**config.mk**
```make
export PLATFORM = sky130hd
export DESIGN_NAME = uart_tx_mmio
export DESIGN_NICKNAME = d
export VERILOG_FILES = /design/src/rtl/uart_pkg.sv /design/src/rtl/uart_tx_mmio_fifo.sv /design/src/rtl/uart_tx_mmio.sv
export SDC_FILE = /design/constraint.sdc
export NUM_CORES = 1
export LEC_CHECK = 0
export CORE_AREA = 10 10 135 137
export CTS_BUF_LIST = sky130_fd_sc_hd__clkbuf_16
export DETAILED_ROUTE_END_ITERATION = 16
export DIE_AREA = 0 0 145 147
export HOLD_SLACK_MARGIN = 0.08
export PLACE_DENSITY_LB_ADDON = 0.3
export SYNTH_ARGS = -nofsm -noshare
export SYNTH_HDL_FRONTEND = slang
export SYNTH_SLANG_ARGS = --single-unit
```
**constraint.sdc**
```tcl
create_clock -name clk -period 3.76 [get_ports clk]
set_input_delay 0.564 -clock clk [delete_from_list [all_inputs] [get_ports clk]]
set_output_delay 0.564 -clock clk [all_outputs]
set_load 0.03 [all_outputs]
```
**src/rtl/uart_pkg.sv**
```systemverilog
// Shared definitions for the memory-mapped UART: bus addresses, status bits, TX states.
// Latency: none (constants and types only).
// Backpressure: none.
package uart_pkg;

  localparam logic [31:0] ADDR_DATA = 32'hBFD0_03F8;
  localparam logic [31:0] ADDR_STAT = 32'hBFD0_03FC;

  // Bit positions inside the status word
  localparam int STAT_TXRDY = 0;
  localparam int STAT_RXAV  = 1;
  localparam int STAT_IDLE  = 2;
  localparam int STAT_OVF   = 3;

  typedef enum logic [1:0] {
    ST_IDLE,
    ST_START,
    ST_DATA,
    ST_STOP
  } tx_state_e;

endpackage

```
**src/rtl/uart_tx_mmio_fifo.sv**
```systemverilog
// Generic synchronous FIFO with show-ahead read port (pop_dat valid whenever !empty).
// Latency: a push is visible on pop_dat one cycle after the push edge.
// Backpressure: push ignored when full, pop ignored when empty; both may occur in one cycle.
module sync_fifo #(
  parameter int WIDTH = 8,
  parameter int DEPTH = 8,
  localparam int AW = $clog2(DEPTH)
) (
  input  logic             clk,
  input  logic             rst,
  input  logic             push_vld,
  input  logic [WIDTH-1:0] push_dat,
  input  logic             pop_rdy,
  output logic [WIDTH-1:0] pop_dat,
  output logic             full,
  output logic             empty,
  output logic [AW:0]      count
);

  logic [WIDTH-1:0] mem_q [DEPTH];
  logic [AW-1:0]    wr_ptr_q, wr_ptr_d;
  logic [AW-1:0]    rd_ptr_q, rd_ptr_d;
  logic [AW:0]      count_q, count_d;
  logic             push_ok, pop_ok;

  assign full    = (count_q == (AW+1)'(DEPTH));
  assign empty   = (count_q == '0);
  assign count   = count_q;
  assign pop_dat = mem_q[rd_ptr_q];
  // Full/empty use the pre-edge count, so a push into a full FIFO is dropped even alongside a pop
  assign push_ok = push_vld & ~full;
  assign pop_ok  = pop_rdy & ~empty;

  // Next pointer and occupancy values
  always_comb begin
    wr_ptr_d = wr_ptr_q;
    rd_ptr_d = rd_ptr_q;
    count_d  = count_q;
    if (push_ok) wr_ptr_d = wr_ptr_q + AW'(1);
    if (pop_ok)  rd_ptr_d = rd_ptr_q + AW'(1);
    case ({push_ok, pop_ok})
      2'b10:   count_d = count_q + (AW+1)'(1);
      2'b01:   count_d = count_q - (AW+1)'(1);
      default: count_d = count_q;
    endcase
  end

  // Pointer/occupancy registers; reset discards any stored entries
  always_ff @(posedge clk) begin
    if (rst) begin
      wr_ptr_q <= '0;
      rd_ptr_q <= '0;
      count_q  <= '0;
    end else begin
      wr_ptr_q <= wr_ptr_d;
      rd_ptr_q <= rd_ptr_d;
      count_q  <= count_d;
    end
  end

  // Storage array, written only on an accepted push
  always_ff @(posedge clk) begin
    if (push_ok) mem_q[wr_ptr_q] <= push_dat;
  end

endmodule

```
**src/rtl/uart_tx_mmio.sv**
```systemverilog
// CPU-bus mapped 8N1 serial transmitter with byte FIFO and pollable status register.
// Latency: byte written at edge E into an idle block drives the start bit from edge E+1.
// Backpressure: none on the bus; writes to a full FIFO are dropped and flagged in sticky OVF.
module uart_tx_mmio
  import uart_pkg::*;
#(
  parameter int CLK_FREQ   = 50000000,
  parameter int BAUD       = 9600,
  parameter int FIFO_DEPTH = 8
) (
  input  logic        clk,
  input  logic        rst,
  input  logic        ram2_ce_i,
  input  logic        ram2_we_i,
  input  logic [31:0] ram2_addr_i,
  input  logic [31:0] ram2_data_i,
  input  logic [3:0]  ram2_sel_i,
  output logic [31:0] ram2_data_o,
  output logic        hit_o,
  output logic        txd
);

  localparam int DIV = CLK_FREQ / BAUD;
  localparam int CW  = $clog2(DIV);
  localparam int FAW = $clog2(FIFO_DEPTH);

  tx_state_e       state_q, state_d;
  logic [CW-1:0]   cnt_q, cnt_d;
  logic [2:0]      idx_q, idx_d;
  logic [7:0]      shift_q, shift_d;
  logic            ovf_q, ovf_d;

  logic            is_data, is_stat, wr_data, stat_rd;
  logic            fifo_pop, fifo_full, fifo_empty, bit_end;
  logic [7:0]      fifo_dat;
  logic [FAW:0]    fifo_count;
  logic [31:0]     status;
  logic            unused_bits;

  assign is_data = (ram2_addr_i == ADDR_DATA);
  assign is_stat = (ram2_addr_i == ADDR_STAT);
  assign hit_o   = ram2_ce_i & (is_data | is_stat);
  assign wr_data = ram2_ce_i & ram2_we_i & is_data & ram2_sel_i[0];
  assign stat_rd = ram2_ce_i & ~ram2_we_i & is_stat;
  assign bit_end = (cnt_q == CW'(DIV - 1));

  // Upper write byte lanes and FIFO occupancy have no consumer in the TX-only block
  assign unused_bits = ^{ram2_sel_i[3:1], ram2_data_i[31:8], fifo_count};

  sync_fifo #(
    .WIDTH (8),
    .DEPTH (FIFO_DEPTH)
  ) u_fifo (
    .clk      (clk),
    .rst      (rst),
    .push_vld (wr_data),
    .push_dat (ram2_data_i[7:0]),
    .pop_rdy  (fifo_pop),
    .pop_dat  (fifo_dat),
    .full     (fifo_full),
    .empty    (fifo_empty),
    .count    (fifo_count)
  );

  // Status word and read mux; DATA reads and misses return zero
  always_comb begin
    status             = '0;
    status[STAT_TXRDY] = ~fifo_full;
    status[STAT_RXAV]  = 1'b0;
    status[STAT_IDLE]  = fifo_empty & (state_q == ST_IDLE);
    status[STAT_OVF]   = ovf_q;
    ram2_data_o        = stat_rd ? status : 32'h0;
  end

  // Sticky overflow: a drop sets it, a STAT read clears it (read returns the old value)
  always_comb begin
    ovf_d = ovf_q;
    if (stat_rd)               ovf_d = 1'b0;
    if (wr_data && fifo_full)  ovf_d = 1'b1;
  end

  // TX FSM next state, baud counter, bit index, FIFO pop and line level
  always_comb begin
    state_d  = state_q;
    cnt_d    = cnt_q;
    idx_d    = idx_q;
    shift_d  = shift_q;
    fifo_pop = 1'b0;
    txd      = 1'b1;
    case (state_q)
      ST_IDLE: begin
        cnt_d = '0;
        if (!fifo_empty) begin
          fifo_pop = 1'b1;
          shift_d  = fifo_dat;
          state_d  = ST_START;
        end
      end
      ST_START: begin
        txd = 1'b0;
        if (bit_end) begin
          cnt_d   = '0;
          idx_d   = '0;
          state_d = ST_DATA;
        end else begin
          cnt_d = cnt_q + CW'(1);
        end
      end
      ST_DATA: begin
        txd = shift_q[idx_q];
        if (bit_end) begin
          cnt_d = '0;
          if (idx_q == 3'd7) state_d = ST_STOP;
          else               idx_d   = idx_q + 3'd1;
        end else begin
          cnt_d = cnt_q + CW'(1);
        end
      end
      ST_STOP: begin
        if (bit_end) begin
          cnt_d = '0;
          // Chain straight into the next frame so back-to-back bytes have no idle gap
          if (!fifo_empty) begin
            fifo_pop = 1'b1;
            shift_d  = fifo_dat;
            state_d  = ST_START;
          end else begin
            state_d = ST_IDLE;
          end
        end else begin
          cnt_d = cnt_q + CW'(1);
        end
      end
      default: state_d = ST_IDLE;
    endcase
  end

  // State registers; reset aborts any frame in flight
  always_ff @(posedge clk) begin
    if (rst) begin
      state_q <= ST_IDLE;
      cnt_q   <= '0;
      idx_q   <= '0;
      shift_q <= '0;
      ovf_q   <= 1'b0;
    end else begin
      state_q <= state_d;
      cnt_q   <= cnt_d;
      idx_q   <= idx_d;
      shift_q <= shift_d;
      ovf_q   <= ovf_d;
    end
  end

endmodule

```
# ---- Yosys cells after proc, flatten, opt, wreduce, memory -nomap -nowiden
# Memory sizes are Yosys's and may differ from the RTL's. A register that Yosys moved wholly into a read port is not among the register bits.
# Cells that the tools add are included.
dict set report op_classes {
  n_eq_ne 16
  reduce_logical 11
  order_cmp 1
  mux 30
  bitwise 13
  addsub 6
}
# cell count
set ops {}
lappend ops {{== test 32 bit (second input constant)} 2}
lappend ops {{one-hot mux 13 bit (2 select lines)} 1}
lappend ops {{two-way mux 8 bit} 2}
lappend ops {{one-hot mux 8 bit (2 select lines)} 1}
lappend ops {{two-way mux 3 bit} 5}
lappend ops {{adder 13 x 1 -> 13 bit (second input constant)} 1}
lappend ops {{== test 13 bit (second input constant)} 1}
lappend ops {{two-way mux 13 bit} 1}
lappend ops {{inequality test 2 bit (second input constant)} 6}
lappend ops {{two-way mux 2 bit} 5}
lappend ops {{adder 3 x 1 -> 3 bit (second input constant)} 3}
lappend ops {{AND 1 bit} 9}
lappend ops {{two-way mux 1 bit} 8}
lappend ops {{one-hot mux 2 bit (4 select lines)} 1}
lappend ops {{one-hot mux 4 bit (2 select lines)} 1}
lappend ops {{nonzero test 2 bit} 4}
lappend ops {{== test 2 bit (second input constant)} 3}
lappend ops {{one-hot mux 3 bit (2 select lines)} 1}
lappend ops {{AND reduction 5 bit} 1}
lappend ops {{adder 4 x 1 -> 4 bit (second input constant)} 1}
lappend ops {{== test 2 x 1 -> 1 bit (second input constant)} 2}
lappend ops {{== test 4 bit (second input constant)} 1}
lappend ops {{logical NOT 4 bit} 1}
lappend ops {{less-than comparator 3 x 4 -> 1 bit (second input constant)} 1}
lappend ops {{12 further kinds} 15}
dict set report totals {
  elab_cells 86
  inputBits 72
  ramBits 64
  ff_bits 37
  mem_count 1
}
# name depth width rd rd_clocked_by_memory_dff wr line_no
set mem_list {}
lappend mem_list {u_fifo.mem_q 8 8 1 1 1 uart_tx_mmio_fifo.sv:20} ;# logic [WIDTH-1:0] mem_q [DEPTH];

# ---- Depth between registers and ports, before layout
# Gate-level depths: netlist of run 1.
dict set report logic_depth {
  ltp_word 7
  depth_mapped 12
  ltp_nobuf 11
}

# ---- Cells and area by module
# From an unflattened synthesis of run 1, not the netlist that was laid out.
dict set report unflattened {
  hier_cells 368
  area_unflattened_um2 4982.3
}
# module seq_area_each_um2 cells_each n_inst area_each_um2
set modules_own_cells {}
lappend modules_own_cells {sync_fifo 2182.1 167 1 3150.5}
lappend modules_own_cells {uart_tx_mmio 540.5 201 1 1831.8}

# ---- Least setup slack after synthesis of run 1
# OpenSTA, ideal clock, no wires.
dict set report synth_path {
  kind {reg2reg}
  from {register u_fifo.count_q[1] (netlist: u_fifo.count[1])}
  to {register u_fifo.count_q[2] (netlist: u_fifo.count[2])}
  path_stages_with_launch 13
  setup_time_ps 70
  arrival_ps 2635
  period_less_slack_ps 2706
  setup_slack_ps 1054
  n_path_buf 2
  path_cell_list {dfxtp_1 clkbuf_1 nor4_1 or2_2 clkbuf_1 nor2_1 ha_1 xor2_1 ha_1 a21oi_1 xor2_1 or3_1 a21oi_1}
}
dict set report synth_between {
  elab_chain_cells 7
  elab_cells_between_ends 15
  classes_between {add/sub: 2; eq/ne: 3; mux: 4; bitwise: 4; reduce/logical: 2}
}
# element line_no
set synth_rtl {}
lappend synth_rtl {{start: declaration} uart_tx_mmio_fifo.sv:23} ;# logic [AW:0] count_q, count_d;
lappend synth_rtl {{start signal: assignment} uart_tx_mmio_fifo.sv:57} ;# count_q <= count_d;
lappend synth_rtl {{logical NOT 4 bit *} uart_tx_mmio_fifo.sv:27} ;# assign empty = (count_q == '0);
lappend synth_rtl {{two-way mux 1 bit} {uart_tx_mmio.sv:93, uart_tx_mmio.sv:123}}
lappend synth_rtl {{two-way mux 1 bit} uart_tx_mmio.sv:120} ;# if (bit_end) begin
lappend synth_rtl {{one-hot mux 1 bit (2 select lines)} uart_tx_mmio.sv:90} ;# case (state_q)
lappend synth_rtl {{AND 1 bit *} uart_tx_mmio_fifo.sv:32} ;# assign pop_ok = pop_rdy & ~empty;
lappend synth_rtl {{net u_fifo.pop_ok} uart_tx_mmio_fifo.sv:24} ;# logic push_ok, pop_ok;
lappend synth_rtl {{== test 2 x 1 -> 1 bit / == test 2 bit (equally long branches)} uart_tx_mmio_fifo.sv:41} ;# case ({push_ok, pop_ok})
lappend synth_rtl {{one-hot mux 4 bit (2 select lines) / nonzero test 2 bit (equally long branches)} n/a}
# The timed path passes the listed nets; every way through them passes the cells marked *.
# A chain may end at the register's enable or synchronous reset.

# ---- Worst setup path in the final report of run 1
dict set report layout_path {
  from {input port ram2_addr_i[7]}
  to {output port ram2_data_o[0]}
}
dict set report layout_between {
  elab_chain_cells 3
}
# element line_no
set layout_rtl {}
lappend layout_rtl {{start: declaration} uart_tx_mmio.sv:15} ;# input logic [31:0] ram2_addr_i,
lappend layout_rtl {{== test 32 bit} uart_tx_mmio.sv:41} ;# assign is_stat = (ram2_addr_i == ADDR_STAT);
lappend layout_rtl {{AND 1 bit} uart_tx_mmio.sv:44} ;# assign stat_rd = ram2_ce_i & ~ram2_we_i & is_stat;
lappend layout_rtl {{two-way mux 4 bit} uart_tx_mmio.sv:72} ;# ram2_data_o = stat_rd ? status : 32'h0;
lappend layout_rtl {{end: declaration} uart_tx_mmio.sv:18} ;# output logic [31:0] ram2_data_o,
# Every way passes these cells.

==> results of run 1 <==
## area by class of cell
| type | count | area [um^2] |
|---|---|---|
| clock buffers | 9 | 225 |
| clock inverters | 7 | 88.8 |
| fillers | 1485 | 9750 |
| inverters | 10 | 37.5 |
| multi-input cells | 253 | 1930 |
| flip-flops and latches | 104 | 2720 |
| well taps | 216 | 270 |
| repair buffers | 60 | 573 |
## registers in the layout (all words and copies together), names as in the netlist, named ones only
| signal | cells |
|---|---|
| idx_q | 3 |
| ovf_q | 1 |
| cnt_q | 13 |
| u_fifo.wr_ptr_q | 3 |
| state_q | 2 |
| u_fifo.rd_ptr_q | 3 |
| u_fifo.count | 4 |
| u_fifo.mem_q | 64 |
| shift_q | 8 |
## through the flow
step	area, um^2	util	setup slack (ns)	hold slack, ns	instances
CTS	5850	0.375	0.420	0.456	659
floorplan	4980	-	1.05	0.418	412
global placement	5540	0.355	0.428	0.430	643
finish	5850	0.375	0.425	0.452	659
global route	5850	0.375	0.256	0.481	659
detailed placement	5540	0.355	0.415	0.443	643
## synthesized netlist by cell type (all sizes together), types with 2 or more instances
cell,n
edfxtp,64
dfxtp,40
buf,35
nor2,24
a21oi,21
mux4,18
ha,13
o21ai,13
nor4,12
or3,12
mux2i,11
nand2,11
nor3,11
clkbuf,10
inv,10
xnor2,9
nand2b,6
nand3,5
nand4,5
nor2b,5
xor2,5
mux2,4
nor4bb,3
and2,2
and3b,2
and4,2
and4b,2
nand4b,2
nor3b,2
nor4b,2
or2,2
or3b,2
or4,2
or4b,2
or4bb,2
## worst paths after layout
path / startpoint / end / slack [ns] / cells past startpoint
worst max-delay path: ram2_addr_i[7] / ram2_data_o[0] / 0.42 / 6
worst min-delay path: cnt_q[0] / cnt_q[0] / 0.45 / 1
worst max register to register: u_fifo.count[1] / u_fifo.count[2] / 0.80 / 10
worst min register to register: cnt_q[0] / cnt_q[0] / 0.45 / 1
## per-layer routing
layer,vias up,global-route usage
met5,-,0
met4,0,0.0260
met3,7,0.0301
met2,60,0.161
met1,1485,0.111
li1,1498,-
## critical path: stages
cell	delay, ns
clkdlybuf4s50_1	0.44
nor4bb_1	0.30
nand4_1	0.28
nor3_1	0.32
and2_1	0.18
clkdlybuf4s50_1	0.68
## power groups by stage
stage / registers, mW / logic [mW] / clock network, mW
after floorplan: 1.24 / 0.138 / 0
after global placement: 1.25 / 0.192 / 0
after detailed placement: 1.25 / 0.197 / 0
after CTS: 1.22 / 0.198 / 0.981
after global routing: 1.22 / 0.214 / 1.04
final: 1.22 / 0.197 / 0.957
## logic make-up after synthesis
group / after synthesis / synth area share
buffers and inverters: 55 / 0.0669
and+or+nand+nor: 121 / 0.150
xor gates and xnor gates: 14 / 0.0251
DFF: 104 / 0.558
AOI/OAI and AO/OA: 43 / 0.0508
muxes: 33 / 0.115
other: 1 / 0.000769
adders and majority gates: 13 / 0.0333
==> impl_metrics.toml, run 1 <==
[power]
p_total_mw = 2.37
seqPwrFrac = 0.514
swShare = 0.252
powerDensity_mw_per_mm2 = 406
switching_power_mw = 0.598
max-vdd-ir-drop_uv = 263
p_int_mw = 1.78
pwr-share-comb = 0.083
p_leak_nw = 1.88
p_clk_frac = 0.403

[global_routing]
grt_use_total = 0.0940
grt_pass1_wl_mm = 16.3
overflow = 0
grt_pass1_vias = 3071
grt_max_degree = 24
antenna_found_initial = 0

[timing]
tightest_slew_ns = 0.846
period_needed_ns = 3.34
finalSetupTns_ns = 0
fin_skew_ns = 0.0154
setup_violations = 0
hold_viol_final = 0
fin_crit_sh = 0.887
drv_slew = 0
relSlewSlack = 0.436
fmax_ghz = 0.300
rsz0062_at_grt = "no"

[drt]
drcViolationCount = 0
drt-initial-drc-count = 154
vias_per_cell = 4.63
met2_length_mm = 5.07
vias = 3050
dr.pass1.iters = 4
dr_wl_met3_um = 493
routed_wirelength_mm = 10.1
highest_layer = "met4"
routedWlPerCell_um = 15.3
met1_length_mm = 4.44
antenna_left = 0

[clocking]
clock-root-buffer = "clkbuf_16"
clock_sinks = 104
numCtsBuffers = 9
postCtsSetupRepairBufs = 0
cts_buffer_depth = 2
cts_tree = "done"
clk-insertion-delay-late_ns = 0.35
clkTransAtPathRegs_ns = 0.07
ctsHoldBuffers = 0
htree_num_levels = 3
cts_repair_resize_count = 0

[setup_path]
crit_arrival_ns = 2.77
crit_path_start_kind = "input port"
worst_ep_required_time_ns = 3.20
cp-end-kind = "output port"
setup.worst_path.class = "input port to output port"
critPathMaxFanout = 6

[synthesis]
yosys_most_used_dff = "edfxtp_1"
ys_ff_latch = 104
yosys_warnings = 0
synth_cell_types = 52
synth_top_cell_by_area = "edfxtp_1"
synth_area_leaders = "edfxtp_1 39%, dfxtp_1 16%, mux4_2 8.3%"
ys_seq_area_frac = 0.558
synthArstFlopShare = 0
syn_inst = 384
syn_area_mm2 = 0.00488
synth_edf_count = 64
synth_top_cell_area_share = 0.394
syn_avg_cell_area_um2 = 12.7

[status]
outcome = "finished clean"

[finish]
diodes = 0
area_delta_synth_final_pct = 20.0
final_common_cell = "edfxtp_1"
nets = 523
layout-drive-gt1-share = 0.126
layout_common_cells = "64 x edfxtp_1, 49 x clkdlybuf4s50_1, 40 x dfxtp_1"

[worst_hold_path]
min_path_type = "flip-flop to flip-flop"

[die]
initial_core_util = 0.313
ioPinCount = 106
fp.dieW_um = 145
core_area_mm2 = 0.0156
row_count = 46
die_height_um = 147
die-area_mm2 = 0.0213

[job]
drv_cap = 0

[placement]
numPortBuffers = 49
hpwl_mm = 7.16
gp_congestion = 0.744
Power figures use the tool's default switching activity.
==> run 2: changes to the inputs <==
--- a/config.mk
+++ b/config.mk
@@ -11,6 +11,7 @@
 export DIE_AREA = 0 0 145 147
 export HOLD_SLACK_MARGIN = 0.08
 export PLACE_DENSITY_LB_ADDON = 0.3
+export RECOVER_POWER = 50
 export SYNTH_ARGS = -nofsm -noshare
 export SYNTH_HDL_FRONTEND = slang
 export SYNTH_SLANG_ARGS = --single-unit
==> run 2 against run 1 <==
  * Sequential share of layout area hardly changed
  * Sequential cell count stayed put
  * Clock power hardly changed
  * Sequential power hardly changed
  * Maximum frequency is 2.0% lower
  * Combinational power hardly changed
  * Register-to-register slack hardly changed
  * Clock skew hardly changed
  * Core utilization hardly changed
  * Non-clock buffer count stayed put
  * Die area stayed put
  * Total power hardly changed
==> impl_metrics.toml, run 2 (synthesis results as in run 1) <==
[finish]
top_regs = "u_fifo.mem_q: 64 flops, cnt_q: 13 flops, shift_q: 8 flops"
nets = 523
multi_input_area_mm2 = 0.00193
layout_common_cells = "64 x edfxtp_1, 40 x dfxtp_1, 40 x clkdlybuf4s50_1"
final_common_cell = "edfxtp_1"
seq_area_mm2 = 0.00272
diodes = 0
largest_register = "u_fifo.mem_q"
n_fill_cell = 1485
largest_reg_flops = 64
layout-drive-gt1-share = 0.124
area_delta_synth_final_pct = 19.9

[die]
fp.dieW_um = 145
ioPinCount = 106
die_height_um = 147
row_count = 46
initial_core_util = 0.313
die-area_mm2 = 0.0213
core_area_mm2 = 0.0156

[power]
p_leak_nw = 1.88
max-vdd-ir-drop_uv = 263
pwr-share-comb = 0.082
swShare = 0.252
p_total_mw = 2.37
seqPwrFrac = 0.514
switching_power_mw = 0.598
powerDensity_mw_per_mm2 = 405
p_clk_frac = 0.403
p_int_mw = 1.77

[setup_path]
critPathMaxFanout = 6
cpPeakStageDelay_ns = 0.68
crit_arrival_ns = 2.84
worst_ep_required_time_ns = 3.20
critical_path.top_delay_family = "buffers and inverters"
worst_path_max_delay_cell = "clkdlybuf4s50_1"
path_cells = "dlygate4sd3_1, nor4bb_1, nand4_1, nor3_1, and2_1, clkdlybuf4s50_1"
crit_path_start_kind = "input port"
cp_num_buf_inv = 2
cp-end-kind = "output port"
setup.worst_path.class = "input port to output port"

[timing]
drv_slew = 0
fin_skew_ns = 0.0154
setup_violations = 0
relSlewSlack = 0.436
period_needed_ns = 3.40
rsz0062_at_grt = "no"
fmax_ghz = 0.294
tightest_slew_ns = 0.845
finalSetupTns_ns = 0
fin_crit_sh = 0.906
hold_viol_final = 0

[global_routing]
grt_pass1_wl_mm = 16.3
grt_max_degree = 24
grt_use_total = 0.0940
antenna_found_initial = 0
grt_pass1_vias = 3071
overflow = 0

[clocking]
htree_num_levels = 3
clk-insertion-delay-late_ns = 0.35
clkTransAtPathRegs_ns = 0.07
ctsHoldBuffers = 0
clock-root-buffer = "clkbuf_16"
clock_sinks = 104
cts_tree = "done"
numCtsBuffers = 9
cts_repair_resize_count = 0
postCtsSetupRepairBufs = 0
cts_buffer_depth = 2

[status]
outcome = "finished clean"

[drt]
vias_per_cell = 4.63
drcViolationCount = 0
antenna_left = 0
dr.pass1.iters = 4
routedWlPerCell_um = 15.3
routed_wirelength_mm = 10.1
vias = 3049
drt-initial-drc-count = 154

[placement]
hpwl_mm = 7.16
gp_congestion = 0.744
numPortBuffers = 49

[job]
drv_cap = 0

[worst_hold_path]
min_path_type = "flip-flop to flip-flop"
run 2: worst paths after layout:
path	startpoint	end	slack [ns]	cells after the start
setup / recovery	ram2_addr_i[7]	ram2_data_o[0]	0.36	6
hold / removal	cnt_q[0]	cnt_q[0]	0.45	1
setup reg to reg	u_fifo.count[1]	u_fifo.count[2]	0.81	10
hold reg to reg	cnt_q[0]	cnt_q[0]	0.45	1
run 2: power groups by stage:
stage / logic, mW / clock network (mW) / registers [mW]
detailed placement: 0.197 / 0 / 1.25
floorplan: 0.138 / 0 / 1.24
global placement: 0.192 / 0 / 1.25
finish: 0.195 / 0.957 / 1.22
CTS: 0.198 / 0.981 / 1.22
global route: 0.212 / 1.04 / 1.22
run 2: per-layer routing:
metal | GRT usage | share of wire | up-vias
met2 | 0.161 | 0.50 | 60
met1 | 0.111 | 0.44 | 1484
met4 | 0.0260 | 0.0086 | 0
li1 | - | - | 1498
met5 | 0 | 0 | -
met3 | 0.0301 | 0.049 | 7
run 2: area by class of cell:
type,count,share of cell area
Clock buffer,9,0.0385
Inverter,10,0.00642
Tap cell,216,0.0462
Timing Repair Buffer,60,0.0973
Multi-Input combinational cell,253,0.331
Clock inverter,7,0.0152
Sequential cell,104,0.466
run 2: stage by stage:
stage	setup slack [ns]	instances	instance area [um^2]	hold slack (ns)	utilization
CTS	0.420	659	5850	0.456	0.375
global route	0.192	659	5850	0.481	0.375
global placement	0.428	643	5540	0.430	0.355
detailed placement	0.415	643	5540	0.443	0.355
finish	0.355	659	5850	0.452	0.375
floorplan	1.05	412	4980	0.418	-
